**src/rtl/hazard_ctrl_if.sv**
```systemverilog
// Signal bundle between the pipeline datapath (master) and hazard_ctrl (slave).
// Field names match the original hazard_ctrl port list.
interface hazard_ctrl_if #(
    parameter int CNT_W = 16
);
    logic             i_id_vld;
    logic [4:0]       i_id_rs1;
    logic [4:0]       i_id_rs2;
    logic             i_id_rs1_use;
    logic             i_id_rs2_use;
    logic [4:0]       i_id_rd;
    logic             i_id_rd_wren;
    logic             i_id_is_load;
    logic             i_id_is_mem;
    logic             i_ex_redirect;
    logic             i_lsu_ready;

    logic             o_pc_en;
    logic             o_ifid_en;
    logic             o_ifid_flush;
    logic             o_idex_en;
    logic             o_idex_flush;
    logic             o_exmem_en;
    logic             o_memwb_flush;
    logic [1:0]       o_fwd_a_sel;
    logic [1:0]       o_fwd_b_sel;
    logic [CNT_W-1:0] o_stall_cnt;
    logic             o_mem_timeout;

    modport master (
        output i_id_vld, i_id_rs1, i_id_rs2, i_id_rs1_use, i_id_rs2_use,
               i_id_rd, i_id_rd_wren, i_id_is_load, i_id_is_mem,
               i_ex_redirect, i_lsu_ready,
        input  o_pc_en, o_ifid_en, o_ifid_flush, o_idex_en, o_idex_flush,
               o_exmem_en, o_memwb_flush, o_fwd_a_sel, o_fwd_b_sel,
               o_stall_cnt, o_mem_timeout
    );

    modport slave (
        input  i_id_vld, i_id_rs1, i_id_rs2, i_id_rs1_use, i_id_rs2_use,
               i_id_rd, i_id_rd_wren, i_id_is_load, i_id_is_mem,
               i_ex_redirect, i_lsu_ready,
        output o_pc_en, o_ifid_en, o_ifid_flush, o_idex_en, o_idex_flush,
               o_exmem_en, o_memwb_flush, o_fwd_a_sel, o_fwd_b_sel,
               o_stall_cnt, o_mem_timeout
    );
endinterface

```
**src/rtl/hazard_ctrl.sv**
```systemverilog
// Hazard sequencer for the 5-stage RV32I pipeline: stage enables/flushes,
// registered forwarding selects, stall-cycle counter and LSU timeout flag.
module hazard_ctrl #(
    parameter int CNT_W       = 16,
    parameter int MEM_TIMEOUT = 255
) (
    input  logic         i_clk,
    input  logic         i_reset_n,
    hazard_ctrl_if.slave bus
);
    localparam int WAIT_W = $clog2(MEM_TIMEOUT + 1);

    typedef struct packed {
        logic       vld;
        logic [4:0] rd;
        logic       wren;
        logic       load;
        logic       mem;
    } shadow_t;

    typedef enum logic {
        ST_RUN,
        ST_MWAIT
    } state_t;

    state_t            r_state;
    shadow_t           r_ex;
    shadow_t           r_mem;
    shadow_t           r_wb;
    logic [1:0]        r_fwd_a;
    logic [1:0]        r_fwd_b;
    logic [CNT_W-1:0]  r_stall_cnt;
    logic [WAIT_W-1:0] r_wait_cnt;
    logic              r_mem_timeout;

    logic              w_freeze;
    logic              w_redirect;
    logic              w_load_use;
    logic              w_bubble;
    shadow_t           w_id;
    logic [1:0]        w_fwd_a;
    logic [1:0]        w_fwd_b;
    logic [WAIT_W-1:0] w_wait_nxt;
    logic              w_pc_en;
    logic              w_ifid_en;
    logic              w_ifid_flush;
    logic              w_idex_en;
    logic              w_idex_flush;
    logic              w_exmem_en;
    logic              w_memwb_flush;
    logic              w_unused;

    function automatic logic f_match(input logic use_i, input logic [4:0] rs,
                                     input shadow_t s);
        return use_i && s.vld && s.wren && (s.rd != 5'd0) && (s.rd == rs);
    endfunction

    // Youngest producer wins; the WB producer is covered by the write-through regfile.
    function automatic logic [1:0] f_fwd(input logic use_i, input logic [4:0] rs,
                                         input shadow_t ex, input shadow_t mem);
        if (f_match(use_i, rs, ex))
            return 2'b01;
        else if (f_match(use_i, rs, mem))
            return 2'b10;
        else
            return 2'b00;
    endfunction

    always_comb begin
        w_freeze   = r_mem.vld && r_mem.mem && !bus.i_lsu_ready;
        w_redirect = !w_freeze && bus.i_ex_redirect;
        w_load_use = !w_freeze && !w_redirect && bus.i_id_vld && r_ex.load &&
                     (f_match(bus.i_id_rs1_use, bus.i_id_rs1, r_ex) ||
                      f_match(bus.i_id_rs2_use, bus.i_id_rs2, r_ex));
        w_bubble   = w_redirect || w_load_use;

        w_id = '0;
        if (bus.i_id_vld)
            w_id = {1'b1, bus.i_id_rd, bus.i_id_rd_wren, bus.i_id_is_load, bus.i_id_is_mem};

        w_fwd_a = 2'b00;
        w_fwd_b = 2'b00;
        if (bus.i_id_vld) begin
            w_fwd_a = f_fwd(bus.i_id_rs1_use, bus.i_id_rs1, r_ex, r_mem);
            w_fwd_b = f_fwd(bus.i_id_rs2_use, bus.i_id_rs2, r_ex, r_mem);
        end

        if (r_state == ST_RUN)
            w_wait_nxt = WAIT_W'(1);
        else if (r_wait_cnt == WAIT_W'(MEM_TIMEOUT))
            w_wait_nxt = r_wait_cnt;
        else
            w_wait_nxt = r_wait_cnt + WAIT_W'(1);
    end

    always_comb begin
        w_pc_en       = 1'b0;
        w_ifid_en     = 1'b0;
        w_ifid_flush  = 1'b1;
        w_idex_en     = 1'b0;
        w_idex_flush  = 1'b1;
        w_exmem_en    = 1'b0;
        w_memwb_flush = 1'b1;
        if (i_reset_n) begin
            w_pc_en       = !w_freeze && !w_load_use;
            w_ifid_en     = !w_freeze && !w_load_use;
            w_ifid_flush  = w_redirect;
            w_idex_en     = !w_freeze;
            w_idex_flush  = w_bubble;
            w_exmem_en    = !w_freeze;
            w_memwb_flush = w_freeze;
        end
    end

    // A redirect arriving during a freeze is not stored: EX is frozen and keeps asserting it.
    always_ff @(posedge i_clk) begin
        if (!i_reset_n) begin
            r_state       <= ST_RUN;
            r_ex          <= '0;
            r_mem         <= '0;
            r_wb          <= '0;
            r_fwd_a       <= 2'b00;
            r_fwd_b       <= 2'b00;
            r_stall_cnt   <= '0;
            r_wait_cnt    <= '0;
            r_mem_timeout <= 1'b0;
        end else begin
            if (!w_pc_en && (r_stall_cnt != '1))
                r_stall_cnt <= r_stall_cnt + CNT_W'(1);

            if (w_freeze) begin
                r_state    <= ST_MWAIT;
                r_wait_cnt <= w_wait_nxt;
                if (w_wait_nxt == WAIT_W'(MEM_TIMEOUT))
                    r_mem_timeout <= 1'b1;
            end else begin
                r_state    <= ST_RUN;
                r_wait_cnt <= '0;
                r_wb       <= r_mem;
                r_mem      <= r_ex;
                r_ex       <= w_bubble ? shadow_t'('0) : w_id;
                r_fwd_a    <= w_bubble ? 2'b00 : w_fwd_a;
                r_fwd_b    <= w_bubble ? 2'b00 : w_fwd_b;
            end
        end
    end

    assign bus.o_pc_en       = w_pc_en;
    assign bus.o_ifid_en     = w_ifid_en;
    assign bus.o_ifid_flush  = w_ifid_flush;
    assign bus.o_idex_en     = w_idex_en;
    assign bus.o_idex_flush  = w_idex_flush;
    assign bus.o_exmem_en    = w_exmem_en;
    assign bus.o_memwb_flush = w_memwb_flush;
    assign bus.o_fwd_a_sel   = r_fwd_a;
    assign bus.o_fwd_b_sel   = r_fwd_b;
    assign bus.o_stall_cnt   = r_stall_cnt;
    assign bus.o_mem_timeout = r_mem_timeout;

    // WB shadow is tracked for completeness; no decision currently depends on it.
    assign w_unused = ^{r_wb, r_mem.load};
endmodule

```
**src/flat_wrapper.sv**
```systemverilog
// flat-port wrapper written by rule: the top's interface ports become plain ports
module hazard_ctrl_flat 
#(
    parameter int CNT_W       = 16,
    parameter int MEM_TIMEOUT = 255
)
  (i_clk, i_reset_n, bus_i_id_vld, bus_i_id_rs1, bus_i_id_rs2, bus_i_id_rs1_use, bus_i_id_rs2_use, bus_i_id_rd, bus_i_id_rd_wren, bus_i_id_is_load, bus_i_id_is_mem, bus_i_ex_redirect, bus_i_lsu_ready, bus_o_pc_en, bus_o_ifid_en, bus_o_ifid_flush, bus_o_idex_en, bus_o_idex_flush, bus_o_exmem_en, bus_o_memwb_flush, bus_o_fwd_a_sel, bus_o_fwd_b_sel, bus_o_stall_cnt, bus_o_mem_timeout);
  hazard_ctrl_if #(.CNT_W(CNT_W)) bus_i ();
  input  logic i_clk;
  input  logic i_reset_n;
  input wire logic [$bits(bus_i.i_id_vld)-1:0] bus_i_id_vld;
  input wire logic [$bits(bus_i.i_id_rs1)-1:0] bus_i_id_rs1;
  input wire logic [$bits(bus_i.i_id_rs2)-1:0] bus_i_id_rs2;
  input wire logic [$bits(bus_i.i_id_rs1_use)-1:0] bus_i_id_rs1_use;
  input wire logic [$bits(bus_i.i_id_rs2_use)-1:0] bus_i_id_rs2_use;
  input wire logic [$bits(bus_i.i_id_rd)-1:0] bus_i_id_rd;
  input wire logic [$bits(bus_i.i_id_rd_wren)-1:0] bus_i_id_rd_wren;
  input wire logic [$bits(bus_i.i_id_is_load)-1:0] bus_i_id_is_load;
  input wire logic [$bits(bus_i.i_id_is_mem)-1:0] bus_i_id_is_mem;
  input wire logic [$bits(bus_i.i_ex_redirect)-1:0] bus_i_ex_redirect;
  input wire logic [$bits(bus_i.i_lsu_ready)-1:0] bus_i_lsu_ready;
  output wire logic [$bits(bus_i.o_pc_en)-1:0] bus_o_pc_en;
  output wire logic [$bits(bus_i.o_ifid_en)-1:0] bus_o_ifid_en;
  output wire logic [$bits(bus_i.o_ifid_flush)-1:0] bus_o_ifid_flush;
  output wire logic [$bits(bus_i.o_idex_en)-1:0] bus_o_idex_en;
  output wire logic [$bits(bus_i.o_idex_flush)-1:0] bus_o_idex_flush;
  output wire logic [$bits(bus_i.o_exmem_en)-1:0] bus_o_exmem_en;
  output wire logic [$bits(bus_i.o_memwb_flush)-1:0] bus_o_memwb_flush;
  output wire logic [$bits(bus_i.o_fwd_a_sel)-1:0] bus_o_fwd_a_sel;
  output wire logic [$bits(bus_i.o_fwd_b_sel)-1:0] bus_o_fwd_b_sel;
  output wire logic [$bits(bus_i.o_stall_cnt)-1:0] bus_o_stall_cnt;
  output wire logic [$bits(bus_i.o_mem_timeout)-1:0] bus_o_mem_timeout;
  assign bus_i.i_id_vld = bus_i_id_vld;
  assign bus_i.i_id_rs1 = bus_i_id_rs1;
  assign bus_i.i_id_rs2 = bus_i_id_rs2;
  assign bus_i.i_id_rs1_use = bus_i_id_rs1_use;
  assign bus_i.i_id_rs2_use = bus_i_id_rs2_use;
  assign bus_i.i_id_rd = bus_i_id_rd;
  assign bus_i.i_id_rd_wren = bus_i_id_rd_wren;
  assign bus_i.i_id_is_load = bus_i_id_is_load;
  assign bus_i.i_id_is_mem = bus_i_id_is_mem;
  assign bus_i.i_ex_redirect = bus_i_ex_redirect;
  assign bus_i.i_lsu_ready = bus_i_lsu_ready;
  assign bus_o_pc_en = bus_i.o_pc_en;
  assign bus_o_ifid_en = bus_i.o_ifid_en;
  assign bus_o_ifid_flush = bus_i.o_ifid_flush;
  assign bus_o_idex_en = bus_i.o_idex_en;
  assign bus_o_idex_flush = bus_i.o_idex_flush;
  assign bus_o_exmem_en = bus_i.o_exmem_en;
  assign bus_o_memwb_flush = bus_i.o_memwb_flush;
  assign bus_o_fwd_a_sel = bus_i.o_fwd_a_sel;
  assign bus_o_fwd_b_sel = bus_i.o_fwd_b_sel;
  assign bus_o_stall_cnt = bus_i.o_stall_cnt;
  assign bus_o_mem_timeout = bus_i.o_mem_timeout;
  hazard_ctrl #(.CNT_W(CNT_W), .MEM_TIMEOUT(MEM_TIMEOUT)) u_core (.i_clk(i_clk), .i_reset_n(i_reset_n), .bus(bus_i));
endmodule
```
**config.mk**
```make
export PLATFORM = sky130hd
export DESIGN_NAME = hazard_ctrl_flat
export DESIGN_NICKNAME = d
export VERILOG_FILES = /design/src/rtl/hazard_ctrl_if.sv /design/src/rtl/hazard_ctrl.sv /design/src/flat_wrapper.sv
export SDC_FILE = /design/constraint.sdc
export NUM_CORES = 1
export LEC_CHECK = 0
export CAP_MARGIN = 20
export CORE_ASPECT_RATIO = 1.4
export CORE_MARGIN = 5
export CORE_UTILIZATION = 55
export CTS_CLUSTER_SIZE = 24
export DETAILED_ROUTE_END_ITERATION = 16
export DONT_BUFFER_PORTS = 1
export PLACE_DENSITY_LB_ADDON = 0.1
export SYNTH_ARGS = -nofsm -noshare
export SYNTH_HDL_FRONTEND = slang
export SYNTH_SLANG_ARGS = --single-unit
```
**constraint.sdc**
```tcl
create_clock -name i_clk -period 3 [get_ports i_clk]
set_clock_uncertainty 0.1 [all_clocks]
set_input_delay 0.45 -clock i_clk [delete_from_list [all_inputs] [get_ports i_clk]]
set_output_delay 0.45 -clock i_clk [all_outputs]
set_load 0.1 [all_outputs]
```
==> impl_metrics.toml, run 1 <==
[status]
status = "complete, no violations"

[sta]
max_freq_mhz = 359
slew_viol_final = 0
max_slew_margin = 0.352
tightest_slew_ns = 0.971
rsz0062_at_grt = "false"
finalSetupViolCount = 0
setup_slack_ns = 0.215
finalHoldViolCount = 0
finalCriticalPeriod_ns = 2.78
fin_crit_sh = 0.928

[yosys]
syn-num-nets = 292
ys_seq_area_frac = 0.417
yosys.area.top_type_share = 0.417
yosysUniqueCellTypes = 38
yosys-top-cells-area = "dfxtp_1 (42%), xor2_1 (7.0%), nand2_1 (5.8%), a21oi_1 (4.9%), a22o_1 (4.7%)"
synthesis.area_sq_mm = 0.00226
yosys.area.top_type = "dfxtp_1"
syn_area_per_cell_sq_um = 8.51
ys_ff_latch = 47
synth_warnings = 0
syn_inst = 265

[grt]
gr-usage-all-layers = 0.204
grt_pass1_vias = 1947
grt_util_met3 = 0.0747
gr-usage-met1 = 0.235
grtUsageMet2 = 0.353
grt_max_degree = 20
gr-total-overflow = 0
grt.busiest_layer = "met2"
grt_pass1_wl_um = 9140
antenna_found_initial = 0

[routing]
routedWlPerCell_um = 16.2
routed_wl_um = 5320
detail-route-antenna-nets = 0
detailedRoute.firstIterationViolations = 98
drt_pass1_iterations = 4
vias = 1952
drc = 0
viasPerCell = 5.93

[placement]
place_inst = 321
placed_area_sq_mm = 0.00248
hpwl_um = 3990
io_buffers = 0
place.gp.congestion = 0.866
dp_worst_setup_slack_ns = 0.515

[critical_path]
critPathTopFamily = "simple AND/OR/NAND/NOR gates"
crit_fanout = 5
r2r_cells = 8
critPathKind = "reg -> out"
ff2ff_setup_slack_ns = 0.53
crit_buf_inv = 2
regToRegStartpoint = "u_core.r_ex[6]"
slowest_stage = "dfxtp_1"
path_cells = "xor2_1 > nor4_1 > nand3_1 > a211oi_2 > nand2b_4 > clkinvlp_4 > buf_12"
cp_data_arrival_time_ns = 2.23
r2r-end = "u_core.bus.o_stall_cnt[0]"
crit_required_ns = 2.45
crit_path_max_incr_delay_ns = 0.38
crit_path_start_kind = "flip-flop"
critPathCaptureType = "output port"

[clock_network]
cts.clk_slew.worst_paths_ns = 0.08
htree_levels = 2
clock_latency_ns = 0.30
tritoncts.num_buffers = 5
cts.sinks = 47
root_buffer = "clkbuf_8"
cts_hold_buf = 0
max-clock-path-buffers = 2
cts_tree = "built"
cts_resized = 0
cts_setup_buffers = 0

[worst_hold_path]
holdPathEnd = "u_core.bus.o_mem_timeout"
hold_class = "in -> reg"
hp-start = "i_reset_n"
min_path_cells = 2

[cells_and_area]
register_area_sq_um = 941
syn_to_final_growth_pct = 15.0
multi_input_area_sq_mm = 0.00126
diodes = 0
instances_no_fill = 329
stdcell_area_sq_mm = 0.00259
drive_gt1_frac = 0.143
finish.utilization = 0.657
nNetsFinal = 312
fillers = 342

[power_and_ir_drop]
p_int_uw = 936
p_comb_frac = 0.104
p_sw_uw = 308
irDropWorstVdd_v = 0.000522
swShare = 0.248
power_mw = 1.24
p_per_area_mw_per_mm2 = 480
power_frac_clock = 0.382
seq_power_share = 0.515
leakage_nw = 0.981

[floorplanning]
coreArea_sq_mm = 0.00395
fp.dieW_um = 64.1
num_io_pins = 53
die_h_um = 85.8
rows = 27
dieArea_sq_mm = 0.00550
initial_core_util = 0.571

[run]
drv_cap = 0
[through the flow]
step	TNS (ns)	hold slack [ns]
floorplan	-0.127	0.329
global placement	0	0.347
detailed placement	0	0.346
CTS	0	0.157
global route	0	0.161
finish	0	0.167
[flip-flops by register name, summed over array words and instances, names as in the netlist]
register                  cells
u_core.bus.o_fwd_a_sel        2
u_core.bus.o_fwd_b_sel        2
u_core.bus.o_mem_timeout      1
u_core.bus.o_stall_cnt       16
u_core.r_ex                   9
u_core.r_mem                  8
u_core.r_state                1
u_core.r_wait_cnt             8
[layout by cell type, fill, tap and decap left out, types with 2 or more instances in the layout]
| cell | instances |
|---|---|
| mux2i_1 | 5 |
| a21oi_1 | 22 |
| nand3_1 | 17 |
| and4_1 | 2 |
| a22o_1 | 12 |
| a211oi_1 | 2 |
| nor4_1 | 5 |
| inv_1 | 4 |
| dfxtp_1 | 47 |
| buf_4 | 23 |
| or4_1 | 7 |
| nor3b_1 | 2 |
| o211ai_1 | 3 |
| o21ai_0 | 5 |
| or3_1 | 6 |
| xnor2_1 | 5 |
| nand2b_1 | 2 |
| clkinvlp_4 | 2 |
| xor2_1 | 18 |
| nor2_1 | 18 |
| and3_1 | 4 |
| ha_1 | 2 |
| nor3_1 | 6 |
| o31ai_1 | 6 |
| clkbuf_8 | 6 |
| nand2_1 | 34 |
| a31oi_1 | 3 |
| nand4_1 | 3 |
[power groups by stage]
stage	clock (mW)	combinational (mW)	sequential (mW)
floorplan	0	0.0889	0.677
global placement	0	0.129	0.655
detailed placement	0	0.130	0.655
CTS	0.485	0.130	0.640
global route	0.513	0.138	0.642
finish	0.475	0.129	0.640
[cell type report]
cell class                 count  share of cell area
multi-input combinational    200               0.484
inverter                       7              0.0130
clock buffer                   6              0.0318
timing repair buffer          24              0.0743
sequential                    47               0.363
tap                           43              0.0207
clock inverter                 2              0.0135
[worst register-to-register path, stage by stage (launching register included)]
cell	delay (ns)
dfxtp_1	0.37
or4_1	0.53
o211ai_1	0.28
a211oi_2	0.12
o21ai_2	0.42
buf_4	0.23
buf_4	0.12
xor2_1	0.13
nor2_1	0.05
[worst max-delay path by stage]
stage,from,end,slack (ns),depth (start not counted)
2_1_floorplan,bus_i_lsu_ready,bus_o_pc_en,-0.13,7
3_3_place_gp,bus_i_id_rs2[2],bus_o_ifid_en,0.49,7
3_5_place_dp,bus_i_id_rs2[2],bus_o_ifid_en,0.51,7
4_1_cts,u_core.r_ex[5],bus_o_ifid_en,0.21,7
5_1_grt,u_core.r_ex[4],bus_o_ifid_en,0.08,7
6_report,u_core.r_ex[7],bus_o_ifid_en,0.22,7
[cell families (layout without fill, tap and decap cells)]
kind of cell             Yosys count  in the layout  share of synthesized area
XOR/XNOR                          23             23                     0.0893
adder cells (fa/ha/maj)            2              2                     0.0111
flip-flops                        47             47                      0.417
AO/OA/AOI/OAI                     58             58                      0.172
AND/OR/NAND/NOR                  112            112                      0.250
buffers and inverters             18             39                     0.0377
multiplexers                       5              5                     0.0222
[synth_stat cells]
cell / n
a211oi_1: 2
a211oi_2: 1
a21o_1: 1
a21oi_1: 22
a22o_1: 12
a31oi_1: 3
and3_1: 4
and4_1: 2
buf_2: 2
buf_4: 2
buf_6: 1
clkbuf_1: 6
clkinv_1: 1
dfxtp_1: 47
ha_1: 2
inv_1: 6
mux2i_1: 5
nand2_1: 35
nand2b_1: 3
nand3_1: 17
nand4_1: 3
nand4b_1: 1
nor2_1: 18
nor3_1: 6
nor3b_1: 2
nor3b_2: 1
nor4_1: 5
o211a_1: 1
o211ai_1: 3
o21ai_0: 5
o21ai_2: 1
o31ai_1: 6
o41ai_1: 1
or2_2: 2
or3_1: 6
or4_1: 7
xnor2_1: 5
xor2_1: 18
[routing by layer]
metal  wire (um)  vias to the layer above  share of wire
li1            -                      995              -
met1        2190                      902           0.41
met2        2640                       48           0.50
met3         439                        7          0.083
met4          57                        0          0.011
met5           0                        -              0
(Power assumes the default switching activity.)
==> run 2, diff against run 1 <==
CORE_ASPECT_RATIO = 0.9   (was 1.4)
CORE_UTILIZATION = 45   (was 55)
DONT_BUFFER_PORTS = not set   (was 1)
==> run 2 against run 1 <==
Compared with the run above:
- die area rose by 19%
- power is 4.3% higher
- critical path depth rose by 1
- worst setup slack worse by 0.087 ns
- via count rose by 9.9%
- clock-buffer cell count decreased by 1
- hold slack improved by 0.19 ns
- sequential power rose by 0.6%
- register-to-register slack lost 0.17 ns
==> impl_metrics.toml, run 2 (synthesis results as in run 1) <==
[cells_and_area]
final_cell_mix = "dfxtp_1 (47), nand2_1 (34), buf_4 (34), clkdlybuf4s50_1 (23), a21oi_1 (22)"
nNetsFinal = 353
stdcell_area_sq_mm = 0.00307
finish.utilization = 0.631
drive_gt1_frac = 0.180
largest_reg_flops = 16
instances_no_fill = 392
diodes = 0
syn_to_final_growth_pct = 36.1
mostFrequentLayoutCell = "dfxtp_1"

[critical_path]
crit_fanout = 3
worstSetupStartpoint = "bus_i_id_rs1[2]"
crit_required_ns = 2.45
r2r_cells = 8
crit_path_start_kind = "primary input"
cp_data_arrival_time_ns = 2.32
r2r-end = "u_core.bus.o_stall_cnt[0]"
regToRegStartpoint = "u_core.r_ex[7]"
critPathCaptureType = "output port"
endpoint = "bus_o_ifid_en"
ff2ff_setup_slack_ns = 0.36
critPathKind = "in -> out"

[routing]
drc = 0
detailedRoute.firstIterationViolations = 127
detail-route-antenna-nets = 0
vias = 2145
routed_wl_um = 5740
routedWlPerCell_um = 14.7
viasPerCell = 5.47
drt_pass1_iterations = 4

[sta]
setup_slack_ns = 0.128
max_slew_margin = 0.549
max_freq_mhz = 348
finalSetupViolCount = 0
tightest_slew_ns = 0.677
finalCriticalPeriod_ns = 2.87
slew_viol_final = 0
rsz0062_at_grt = "false"
finalHoldViolCount = 0
fin_crit_sh = 0.957
finalHoldWorstSlack_ns = 0.360

[floorplanning]
fp.dieW_um = 84.6
initial_core_util = 0.464
dieArea_sq_mm = 0.00653
coreArea_sq_mm = 0.00486
die_h_um = 77.2
num_io_pins = 53
rows = 24

[clock_network]
cts.sinks = 47
htree_levels = 2
root_buffer = "clkbuf_8"
cts_tree = "built"
cts.clk_slew.worst_paths_ns = 0.08
tritoncts.num_buffers = 5
max-clock-path-buffers = 2
cts_hold_buf = 0
clock_latency_ns = 0.29

[status]
status = "complete, no violations"

[power_and_ir_drop]
leakage_nw = 1.20
p_per_area_mw_per_mm2 = 423
irDropWorstVdd_v = 0.000321

[placement]
hpwl_um = 4320
place.gp.congestion = 0.831
io_buffers = 52
placed_area_sq_mm = 0.00293
place_inst = 382
dp_worst_setup_slack_ns = -0.0462

[worst_hold_path]
hold_class = "reg -> reg"
min_path_cells = 2

[grt]
antenna_found_initial = 0
grt_pass1_wl_um = 9860
grt_max_degree = 21
grt_pass1_vias = 2116
gr-total-overflow = 0
gr-usage-all-layers = 0.182

[run]
drv_cap = 0
-- run 2: how the worst min path moves through the flow --
stage	from	to	slack, ns
after floorplan	u_core.r_state	u_core.r_wait_cnt[0]	0.33
after global placement	u_core.r_mem[2]	u_core.r_mem[2]	0.34
after detailed placement	u_core.bus.o_mem_timeout	u_core.bus.o_mem_timeout	0.34
after CTS	u_core.r_mem[2]	u_core.r_mem[2]	0.36
after global routing	u_core.r_mem[2]	u_core.r_mem[2]	0.40
final	u_core.r_mem[2]	u_core.r_mem[2]	0.36
-- run 2: report_power, final --
group	switching, mW	total [mW]	internal, mW
Sequential	0.0120	0.644	0.632
Clock	0.218	0.467	0.248
Combinational	0.110	0.188	0.0779
-- run 2: final cells by class --
class                   count  area, sq um
well taps                  65         81.3
flip-flops and latches     47          941
repair buffers             65          638
fillers                   432         1800
clock buffers               5         68.8
clock inverters             3         43.8
multi-input cells         200         1260
inverters                   7         33.8
-- run 2: metrics by stage --
stage,TNS [ns],power [mW]
after floorplan,-0.127,0.766
after global placement,0,0.843
after detailed placement,-0.0552,0.844
after CTS,0,1.30
after global routing,0,1.34
final,0,1.30
-- run 2: worst max-delay path: stages --
cell and delay [ns]:
clkdlybuf4s50_1 0.45, xor2_1 0.17, nor4_2 0.26, nand3_1 0.16
a211oi_2 0.33, nand2b_4 0.20, clkinvlp_4 0.12, buf_12 0.18
-- run 2: timing repair --
item                                   4_1_cts  5_1_grt
setup buffers                                0        2
setup endpoints to repair                    0        3
resized for setup                            0        2
endpoints found under the hold margin        0        0
-- run 2: metal layers --
layer / track usage / up-vias / wire length [um]
met5: 0 / - / 0
met4: 0.0396 / 0 / 32
met3: 0.0418 / 4 / 271
met2: 0.275 / 62 / 2590
met1: 0.264 / 1002 / 2850
li1: - / 1077 / -
==> run 3, diff against run 2 <==
CELL_PAD_IN_SITES_DETAIL_PLACEMENT = 1   (was not set)
CELL_PAD_IN_SITES_GLOBAL_PLACEMENT = 2   (was not set)
CORE_UTILIZATION = 29   (was 45)
==> run 3 against run 2 <==
Compared with the run above:
- core utilization decreased by 21 points
- clock-buffer cell count up 1
- sequential power hardly changed
- non-clock buffer count is the same
- clock power increased by 18%
- hold slack lost 0.0017 ns
- wire length up 19%
- worst setup slack lost 0.045 ns
- sequential share of layout area down 0.74 points
- flip-flop and latch count unchanged
- first-iteration DRC count down 50%
- critical endpoint unchanged
- largest cell class unchanged
- largest power group unchanged
==> impl_metrics.toml, run 3 (synthesis results as in run 1) <==
[clock_network]
cts_hold_buf = 0
max-clock-path-buffers = 2
root_buffer = "clkbuf_8"
cts.sinks = 47
cts_tree = "built"
cts.clk_slew.worst_paths_ns = 0.09
clock_latency_ns = 0.30
tritoncts.num_buffers = 5
htree_levels = 2

[grt]
gr-usage-met1 = 0.217
grt.busiest_layer = "met1"
grtUsageMet2 = 0.213
antenna_found_initial = 0
grt_pass1_vias = 2151
gr-total-overflow = 0
gr-usage-all-layers = 0.148
grt_pass1_wl_um = 11100
grt_util_met3 = 0.0334
grt_max_degree = 20

[routing]
vias = 2160
drc = 0
viasPerCell = 5.11
detailedRoute.firstIterationViolations = 64
routedWlPerCell_um = 16.2
detail-route-antenna-nets = 0
routed_wl_um = 6840
drt_pass1_iterations = 4

[placement]
place.gp.congestion = 0.768
placed_area_sq_mm = 0.00297
hpwl_um = 5250
io_buffers = 52

[run]
drv_cap = 0

[sta]
max_slew_margin = 0.543
finalHoldViolCount = 0
fin_crit_sh = 0.972
max_freq_mhz = 343
rsz0062_at_grt = "false"
finalCriticalPeriod_ns = 2.92
slew_viol_final = 0
tightest_slew_ns = 0.685
finalSetupViolCount = 0

[critical_path]
cp_data_arrival_time_ns = 2.37
critPathCaptureType = "output port"
crit_path_start_kind = "primary input"
r2r_cells = 9
critPathKind = "in -> out"
crit_fanout = 3
crit_required_ns = 2.45

[cells_and_area]
final_cell_mix = "dfxtp_1 (47), nand2_1 (34), buf_4 (34), a21oi_1 (22), clkdlybuf4s50_1 (19)"
stdcell_area_sq_mm = 0.00315
diodes = 0
largest_reg_flops = 16
nNetsFinal = 353
mostFrequentLayoutCell = "dfxtp_1"
syn_to_final_growth_pct = 39.4
drive_gt1_frac = 0.177

[floorplanning]
dieArea_sq_mm = 0.00965
fp.dieW_um = 103
num_io_pins = 53
rows = 30
initial_core_util = 0.299
die_h_um = 93.7
coreArea_sq_mm = 0.00754

[status]
status = "complete, no violations"

[power_and_ir_drop]
power_mw = 1.38
leakage_nw = 1.24
p_per_area_mw_per_mm2 = 440
irDropWorstVdd_v = 0.000158

[worst_hold_path]
hold_class = "reg -> reg"
min_path_cells = 2
run 3: changes by cell type in the layout (fill, tap and decap cells not counted), sizes merged:
cell	delta
bufinv	+1
clkbuf	+1
clkdlybuf4s50	-4
clkinv	-2
dlymetal6s2s	+4
run 3: final cells by class:
cell class | instances | area, sq um
clock buffers | 6 | 72.6
clock inverters | 2 | 60.1
fillers | 873 | 4400
inverters | 7 | 33.8
multi-input cells | 200 | 1270
flip-flops and latches | 47 | 941
well taps | 96 | 120
repair buffers | 65 | 648
run 3: critical path, stage by stage:
cell             delay, ns
clkdlybuf4s50_1       0.46
xor2_1                0.17
nor4_2                0.27
nand3_1               0.18
a211oi_4              0.30
nand2b_4              0.20
clkinvlp_4            0.14
buf_12                0.19
run 3: metal layers:
layer	up-vias	share of wire	routed length [um]
li1	1071	-	-
met1	1040	0.52	3570
met2	42	0.42	2880
met3	7	0.046	317
met4	0	0.011	72
met5	-	0	0
run 3: worst paths after layout:
path | from | endpoint | slack, ns
max | bus_i_id_rs1[2] | bus_o_ifid_en | 0.08
min | u_core.r_mem[2] | u_core.r_mem[2] | 0.36
max reg2reg | u_core.r_ex[7] | u_core.bus.o_stall_cnt[0] | 0.15
min reg2reg | u_core.r_mem[2] | u_core.r_mem[2] | 0.36
run 3: power by group:
| group | total [mW] | internal, mW | switching (mW) |
|---|---|---|---|
| clock | 0.550 | 0.333 | 0.216 |
| sequential | 0.645 | 0.632 | 0.0127 |
| combinational | 0.189 | 0.0769 | 0.112 |
run 3: what timing repair did:
item,4_1_cts,5_1_grt
cloned,0,0
resized for setup,0,7
buffers inserted,1,1
setup endpoints to repair,2,6
pin swaps,1,5
run 3: metrics by stage:
step	worst slack (ns)	util	std cells	hold WS (ns)	TNS, ns
detailed placement	-0.0356	0.394	413	0.354	-0.0800
global route	0.00762	0.417	423	0.393	0
CTS	0.0101	0.412	422	0.367	0
finish	0.0830	0.417	423	0.358	0
floorplan	-0.127	-	265	0.329	-0.127
global placement	-0.0275	0.394	413	0.342	-0.0589
